$ cat src/rtl/vector_mem_sequencer_if.sv
// Port bundle for the vector memory sequencer: request, result and data-memory signals.
// Latency: none, wires only.
// Backpressure: none; start is a strobe that the sequencer accepts only while idle.
interface vector_mem_sequencer_if #(
  parameter int LANES         = 8,
  parameter int DATA_WIDTH    = 64,
  parameter int ADDRESS_WIDTH = 19
);
  localparam int COUNT_WIDTH = $clog2(LANES + 1);

  // request side
  logic                          start;
  logic                          op_store;
  logic [ADDRESS_WIDTH-1:0]      base_addr;
  logic [ADDRESS_WIDTH-1:0]      stride;
  logic [COUNT_WIDTH-1:0]        count;
  logic [LANES*DATA_WIDTH-1:0]   store_vector;
  logic [LANES*DATA_WIDTH-1:0]   load_vector;
  logic                          busy;
  logic                          done;
  logic                          err;

  // data memory side
  logic [ADDRESS_WIDTH-1:0]      mem_read_address;
  logic [DATA_WIDTH-1:0]         mem_read_data;
  logic [ADDRESS_WIDTH-1:0]      mem_write_address;
  logic [DATA_WIDTH-1:0]         mem_write_data;
  logic                          mem_write_enable;

  // sequencer view: it initiates the memory accesses
  modport master (
    input  start, op_store, base_addr, stride, count, store_vector, mem_read_data,
    output load_vector, busy, done, err,
           mem_read_address, mem_write_address, mem_write_data, mem_write_enable
  );

  // environment view: requester plus data memory
  modport slave (
    output start, op_store, base_addr, stride, count, store_vector, mem_read_data,
    input  load_vector, busy, done, err,
           mem_read_address, mem_write_address, mem_write_data, mem_write_enable
  );
endinterface

$ cat src/rtl/vector_mem_sequencer.sv
// Splits one strided vector load/store into single-word memory accesses, one lane per cycle.
// Latency: start accepted at edge N -> done pulses in cycle N+min(count,LANES)+1.
// Backpressure: none; start is ignored unless IDLE, requester re-asserts after done.
// Optional: VECTOR_MEM_SEQUENCER_ADDR_CHECK_EN enables the MEM_SIZE range check and err.
module vector_mem_sequencer #(
  parameter int LANES         = 8,
  parameter int DATA_WIDTH    = 64,
  parameter int ADDRESS_WIDTH = 19,
  parameter int MEM_SIZE      = 2000
) (
  input  logic                  clk,
  input  logic                  reset_n,
  vector_mem_sequencer_if.master bus
);
  localparam int CW = $clog2(LANES + 1);
  localparam int IW = (LANES > 1) ? $clog2(LANES) : 1;

  typedef enum logic [1:0] {IDLE, ACCESS, DONE} state_t;

  state_t                               state_q, state_d;
  logic                                 op_store_q;
  logic [ADDRESS_WIDTH-1:0]             stride_q;
  logic [ADDRESS_WIDTH-1:0]             addr_q;
  logic [CW-1:0]                        idx_q;
  logic [CW-1:0]                        eff_cnt_q;
  logic [LANES-1:0][DATA_WIDTH-1:0]     store_lanes_q;
  logic [LANES-1:0][DATA_WIDTH-1:0]     load_lanes_q;

  logic [CW-1:0]                        eff_count;
  logic [IW-1:0]                        lane_sel;
  logic                                 accept;
  logic                                 last_elem;
  logic                                 in_range;

  // requests longer than the vector are clipped to LANES elements
  assign eff_count = (bus.count > CW'(LANES)) ? CW'(LANES) : bus.count;
  assign lane_sel  = idx_q[IW-1:0];
  assign accept    = (state_q == IDLE) && bus.start;
  assign last_elem = (idx_q == eff_cnt_q - CW'(1));

  // state register
  always_ff @(posedge clk or negedge reset_n) begin
    if (!reset_n) state_q <= IDLE;
    else          state_q <= state_d;
  end

  // next-state logic
  always_comb begin
    state_d = state_q;
    case (state_q)
      IDLE:    if (bus.start) state_d = (eff_count == '0) ? DONE : ACCESS;
      ACCESS:  if (last_elem) state_d = DONE;
      DONE:    state_d = IDLE;
      default: state_d = IDLE;
    endcase
  end

  // latch the request at accept, then walk index and address one element per cycle
  always_ff @(posedge clk or negedge reset_n) begin
    if (!reset_n) begin
      op_store_q    <= 1'b0;
      stride_q      <= '0;
      addr_q        <= '0;
      idx_q         <= '0;
      eff_cnt_q     <= '0;
      store_lanes_q <= '0;
    end else if (accept) begin
      op_store_q    <= bus.op_store;
      stride_q      <= bus.stride;
      addr_q        <= bus.base_addr;
      idx_q         <= '0;
      eff_cnt_q     <= eff_count;
      store_lanes_q <= bus.store_vector;
    end else if (state_q == ACCESS) begin
      idx_q  <= idx_q + CW'(1);
      // address arithmetic wraps modulo 2^ADDRESS_WIDTH by construction
      addr_q <= addr_q + stride_q;
    end
  end

  // load assembly: cleared at a load accept, one lane filled per access cycle
  always_ff @(posedge clk or negedge reset_n) begin
    if (!reset_n) begin
      load_lanes_q <= '0;
    end else if (accept && !bus.op_store) begin
      load_lanes_q <= '0;
    end else if ((state_q == ACCESS) && !op_store_q) begin
      load_lanes_q[lane_sel] <= in_range ? bus.mem_read_data : '0;
    end
  end

`ifdef VECTOR_MEM_SEQUENCER_ADDR_CHECK_EN
  localparam logic [ADDRESS_WIDTH:0] MEM_LIMIT = (ADDRESS_WIDTH + 1)'(MEM_SIZE);
  logic err_q;

  assign in_range = ({1'b0, addr_q} < MEM_LIMIT);

  // sticky range error, cleared by the next accepted request
  always_ff @(posedge clk or negedge reset_n) begin
    if (!reset_n)                            err_q <= 1'b0;
    else if (accept)                         err_q <= 1'b0;
    else if ((state_q == ACCESS) && !in_range) err_q <= 1'b1;
  end

  assign bus.err = err_q;
`else
  // no range check: every element goes to memory unmodified
  logic unused_mem_size;
  assign unused_mem_size = (MEM_SIZE == 0);
  assign in_range        = 1'b1;
  assign bus.err         = 1'b0;
`endif

  assign bus.busy              = (state_q == ACCESS);
  assign bus.done              = (state_q == DONE);
  assign bus.load_vector       = load_lanes_q;
  assign bus.mem_read_address  = addr_q;
  assign bus.mem_write_address = addr_q;
  assign bus.mem_write_data    = (state_q == ACCESS) ? store_lanes_q[lane_sel] : '0;
  // state-derived so an asynchronous reset removes the strobe immediately
  assign bus.mem_write_enable  = (state_q == ACCESS) && op_store_q && in_range;

endmodule

$ cat src/flat_wrapper.sv
// flat-port wrapper written by rule: the top's interface ports become plain ports
module vector_mem_sequencer_flat 
#(
  parameter int LANES         = 8,
  parameter int DATA_WIDTH    = 64,
  parameter int ADDRESS_WIDTH = 19,
  parameter int MEM_SIZE      = 2000
)
  (clk, reset_n, bus_start, bus_op_store, bus_base_addr, bus_stride, bus_count, bus_store_vector, bus_mem_read_data, bus_load_vector, bus_busy, bus_done, bus_err, bus_mem_read_address, bus_mem_write_address, bus_mem_write_data, bus_mem_write_enable);
  vector_mem_sequencer_if #(.LANES(LANES), .DATA_WIDTH(DATA_WIDTH), .ADDRESS_WIDTH(ADDRESS_WIDTH)) bus_i ();
  input  logic clk;
  input  logic reset_n;
  input wire logic [$bits(bus_i.start)-1:0] bus_start;
  input wire logic [$bits(bus_i.op_store)-1:0] bus_op_store;
  input wire logic [$bits(bus_i.base_addr)-1:0] bus_base_addr;
  input wire logic [$bits(bus_i.stride)-1:0] bus_stride;
  input wire logic [$bits(bus_i.count)-1:0] bus_count;
  input wire logic [$bits(bus_i.store_vector)-1:0] bus_store_vector;
  input wire logic [$bits(bus_i.mem_read_data)-1:0] bus_mem_read_data;
  output wire logic [$bits(bus_i.load_vector)-1:0] bus_load_vector;
  output wire logic [$bits(bus_i.busy)-1:0] bus_busy;
  output wire logic [$bits(bus_i.done)-1:0] bus_done;
  output wire logic [$bits(bus_i.err)-1:0] bus_err;
  output wire logic [$bits(bus_i.mem_read_address)-1:0] bus_mem_read_address;
  output wire logic [$bits(bus_i.mem_write_address)-1:0] bus_mem_write_address;
  output wire logic [$bits(bus_i.mem_write_data)-1:0] bus_mem_write_data;
  output wire logic [$bits(bus_i.mem_write_enable)-1:0] bus_mem_write_enable;
  assign bus_i.start = bus_start;
  assign bus_i.op_store = bus_op_store;
  assign bus_i.base_addr = bus_base_addr;
  assign bus_i.stride = bus_stride;
  assign bus_i.count = bus_count;
  assign bus_i.store_vector = bus_store_vector;
  assign bus_i.mem_read_data = bus_mem_read_data;
  assign bus_load_vector = bus_i.load_vector;
  assign bus_busy = bus_i.busy;
  assign bus_done = bus_i.done;
  assign bus_err = bus_i.err;
  assign bus_mem_read_address = bus_i.mem_read_address;
  assign bus_mem_write_address = bus_i.mem_write_address;
  assign bus_mem_write_data = bus_i.mem_write_data;
  assign bus_mem_write_enable = bus_i.mem_write_enable;
  vector_mem_sequencer #(.LANES(LANES), .DATA_WIDTH(DATA_WIDTH), .ADDRESS_WIDTH(ADDRESS_WIDTH), .MEM_SIZE(MEM_SIZE)) u_core (.clk(clk), .reset_n(reset_n), .bus(bus_i));
endmodule
$ cat config.mk
export PLATFORM = sky130hd
export DESIGN_NAME = vector_mem_sequencer_flat
export DESIGN_NICKNAME = d
export VERILOG_FILES = /design/src/rtl/vector_mem_sequencer_if.sv /design/src/rtl/vector_mem_sequencer.sv /design/src/flat_wrapper.sv
export SDC_FILE = /design/constraint.sdc
export NUM_CORES = 2
export LEC_CHECK = 0
export ABC_AREA = 1
export BUFFER_PORTS_ARGS = -buffer_cell sky130_fd_sc_hd__buf_4
export CAP_MARGIN = 5
export CORE_AREA = 2 2 480 482
export CTS_CLUSTER_SIZE = 16
export DETAILED_ROUTE_END_ITERATION = 6
export DIE_AREA = 0 0 482 484
export PLACE_DENSITY = 0.37
export SYNTH_ARGS = -nofsm -noshare
export SYNTH_HDL_FRONTEND = slang
export SYNTH_SLANG_ARGS = --single-unit
$ cat constraint.sdc
create_clock -name clk -period 1.8 [get_ports clk]
set_input_delay 0.27 -clock clk [delete_from_list [all_inputs] [get_ports clk]]
set_output_delay 0.27 -clock clk [all_outputs]
set_load 0.02 [all_outputs]
==> metrics.yaml <==
place:
  port_buffers: 1238
  dp_hpwl_um: 187000
  place_congestion: 0.875
floorplan:
  dieArea_mm2: 0.233
  die-height_um: 484
  num_rows: 176
  initial_core_util_pct: 19.6
  die_w_um: 482
  core_area_mm2: 0.229
  io_pins: 1240
detailed_routing:
  first_pass_iters: 7
  wl_per_cell_um: 25.7
  avgViaCountPerCell: 4.44
  num_vias: 46358
  drcViolationCount: 0
  drtAntennaViolNets: 0
  drtIter0Drc: 3325
  finalWirelength_um: 268000
setup_path:
  crit_path_end_kind: "primary output"
  worst_ep_arrival_time_ps: 2660
  rrSetupSlack_ps: -250
  path_max_fanout: 7
  crit_type: "reg2out"
  startpoint_type: "flop"
  critPathRequiredTime_ps: 1530
pwr:
  peakVddDrop_v: 0.000744
  p_leak_uw: 0.0381
  power_density_mw_per_mm2: 1770
logic_synthesis:
  synth_seq_cells: 1073
  ys_seq_area_share_pct: 59.9
  synthTopCellsByCount: "nand2_1 (1949), dfrtp_1 (1073), nand3_1 (523)"
  ys_warn_count: 0
  avgSynthCellArea_um2: 8.82
  post-synth-top-count-cell: "nand2_1"
  synth_area_leaders: "dfrtp_1 (60%), nand2_1 (16%), nand3_1 (5.8%)"
  synth_cell_types: 42
  netlist_area_mm2: 0.0449
  synth_cells: 5088
  yosys.area.top_type: "dfrtp_1"
  synthArstFlopShare_pct: 100
  synth_top_area_share_pct: 59.9
  synth_flop_cell: "dfrtp_1"
  synth_nets: 5731
  synth_edf_count: 0
clocking:
  cts_tree: "done"
  htreeDepth: 4
  path_clk_slew_ps: 60
  cts_buffers: 136
  clk_latency_ps: 830
  clockBufferDepth: 3
  root_buffer: "clkbuf_16"
  clkSinkCount: 1073
sta:
  rsz0062_at_grt: "yes"
  holdWs_ps: 30.9
  finalHoldViolations: 0
  max_clock_freq_mhz: 341
  finalMaxSlewViolations: 0
  setup_slack_ps: -1130
  timing.final.crit_period_ps: 2930
  max_slew_margin_pct: 54.4
  finClkSkew_ps: 46.4
  setup_violations: 479
  final.period_utilization_pct: 163
  worst_pin_slew_ps: 684
layout:
  fin_nets: 7929
  drive_gt1_share_pct: 32.9
  fin_util_pct: 34.0
  area_growth_pct: 73.1
hold_path:
  hold_path_class: "in2reg"
global_route:
  grt_max_degree: 77
  antenna_found_initial: 43
  grt.total_usage_pct: 20.9
  overflow: 0
  grt_pass1_wl_um: 351000
  grt_pass1_vias: 46244
status:
  status: "complete, but fails checks"
  violations: "setup timing"
job:
  cap_violations: 0
==> through the flow <==
stage / setup slack (ps) / total power [µW] / TNS, ps / cell area [µm²] / cells
after floorplan: -30.6 / 67700 / -154 / 45300 / 5088
after global placement: -503 / 97500 / -70560 / 61300 / 9405
after detailed placement: -552 / 97800 / -82140 / 61300 / 9405
after CTS: -1170 / 132000 / -100290 / 73800 / 10308
after global routing: -1220 / 145000 / -152790 / 77600 / 10428
final: -1130 / 137000 / -95720 / 77700 / 10440
==> worst paths after layout <==
| kind | from | endpoint | depth (start not counted) |
|---|---|---|---|
| hold reg to reg | u_core.store_lanes_q[400] | u_core.store_lanes_q[400] | 2 |
| hold / removal | bus_mem_read_data[55] | u_core.bus.load_vector[503] | 3 |
| setup reg to reg | u_core.idx_q[1] | u_core.bus.load_vector[194] | 11 |
| setup / recovery | u_core.idx_q[1] | bus_mem_write_data[56] | 9 |
| max in group asynchronous | reset_n | u_core.bus.mem_read_address[0] | 3 |
| min in group asynchronous | reset_n | u_core.store_lanes_q[105] | 2 |
==> sequential cells by signal, indices dropped and copies added (netlist names) <==
name	count
u_core.bus.load_vector	512
u_core.store_lanes_q	512
u_core.bus.mem_read_address	19
u_core.stride_q	19
u_core.eff_cnt_q	4
u_core.idx_q	4
u_core.state_q	2
u_core.op_store_q	1
==> critical path, stage by stage (launching register included) <==
cell,delay [ps]
dfrtp_2,500
nor2_4,90
nand2_4,110
clkinv_8,110
buf_12,160
buf_16,160
nand2_1,70
nand4_1,190
o21a_1,300
buf_6,160
==> layout make-up <==
cell class / instances / area [µm²]
antenna: 21 / 52.6
timing repair inverter: 5 / 85.1
multi-input combinational: 3481 / 18200
fill: 23811 / 151000
clock inverter: 36 / 484
clock buffer: 209 / 4120
inverter: 166 / 802
tap: 3026 / 3790
sequential: 1073 / 26900
timing repair buffer: 2423 / 23300
==> cell usage in the layout (no fill, tap or decap), types with 24 or more instances in the layout <==
cell           instances
buf_12               128
buf_6                120
buf_8                 27
a211oi_1              24
nand2_1             1855
o21ai_0              370
a21oi_2               32
dlygate4sd3_1        616
buf_4               1461
inv_1                142
buf_16                27
clkbuf_16            180
nand3_1              481
a221oi_2              26
o21ai_1              164
a21oi_1               31
nand3_2               31
nand2_4               33
nor2_1               101
nand2_2               57
clkbuf_1              31
a22o_1                25
nor2_2                24
a22oi_2               36
clkbuf_8              40
dfrtp_1             1068
==> metal layers <==
layer / GRT usage (%) / wire length (µm)
met4: 5.37 / 6590
met5: 0 / 267
met1: 27.0 / 112000
met2: 35.5 / 134000
met3: 3.82 / 15200
==> timing repair <==
action	4_1_cts	5_1_grt
hold buffers	616	0
endpoints found under the setup margin	617	827
cloned	15	67
pin swaps	53	148
resized for setup	253	490
hold endpoints to repair	1400	0
buffers inserted	27	60
==> power breakdown <==
| part | switching (µW) | internal [µW] | total [µW] |
|---|---|---|---|
| Clock | 11900 | 16600 | 28500 |
| Sequential | 9100 | 34600 | 43700 |
| Combinational | 37300 | 27900 | 65200 |
| Total | 58300 | 79100 | 137000 |
==> cell families (layout without fill, tap and decap cells) <==
kind of cell,count (synthesis),count (layout),share of synthesized area [%]
flops,1073,1073,59.9
simple gates,2635,2637,23.7
buf+inv,536,2839,5.25
fa+ha+maj,21,21,0.602
compound gates,814,814,10.4
other cells,1,22,0.00836
xor+xnor,8,8,0.156
(Power assumes the default switching activity.)
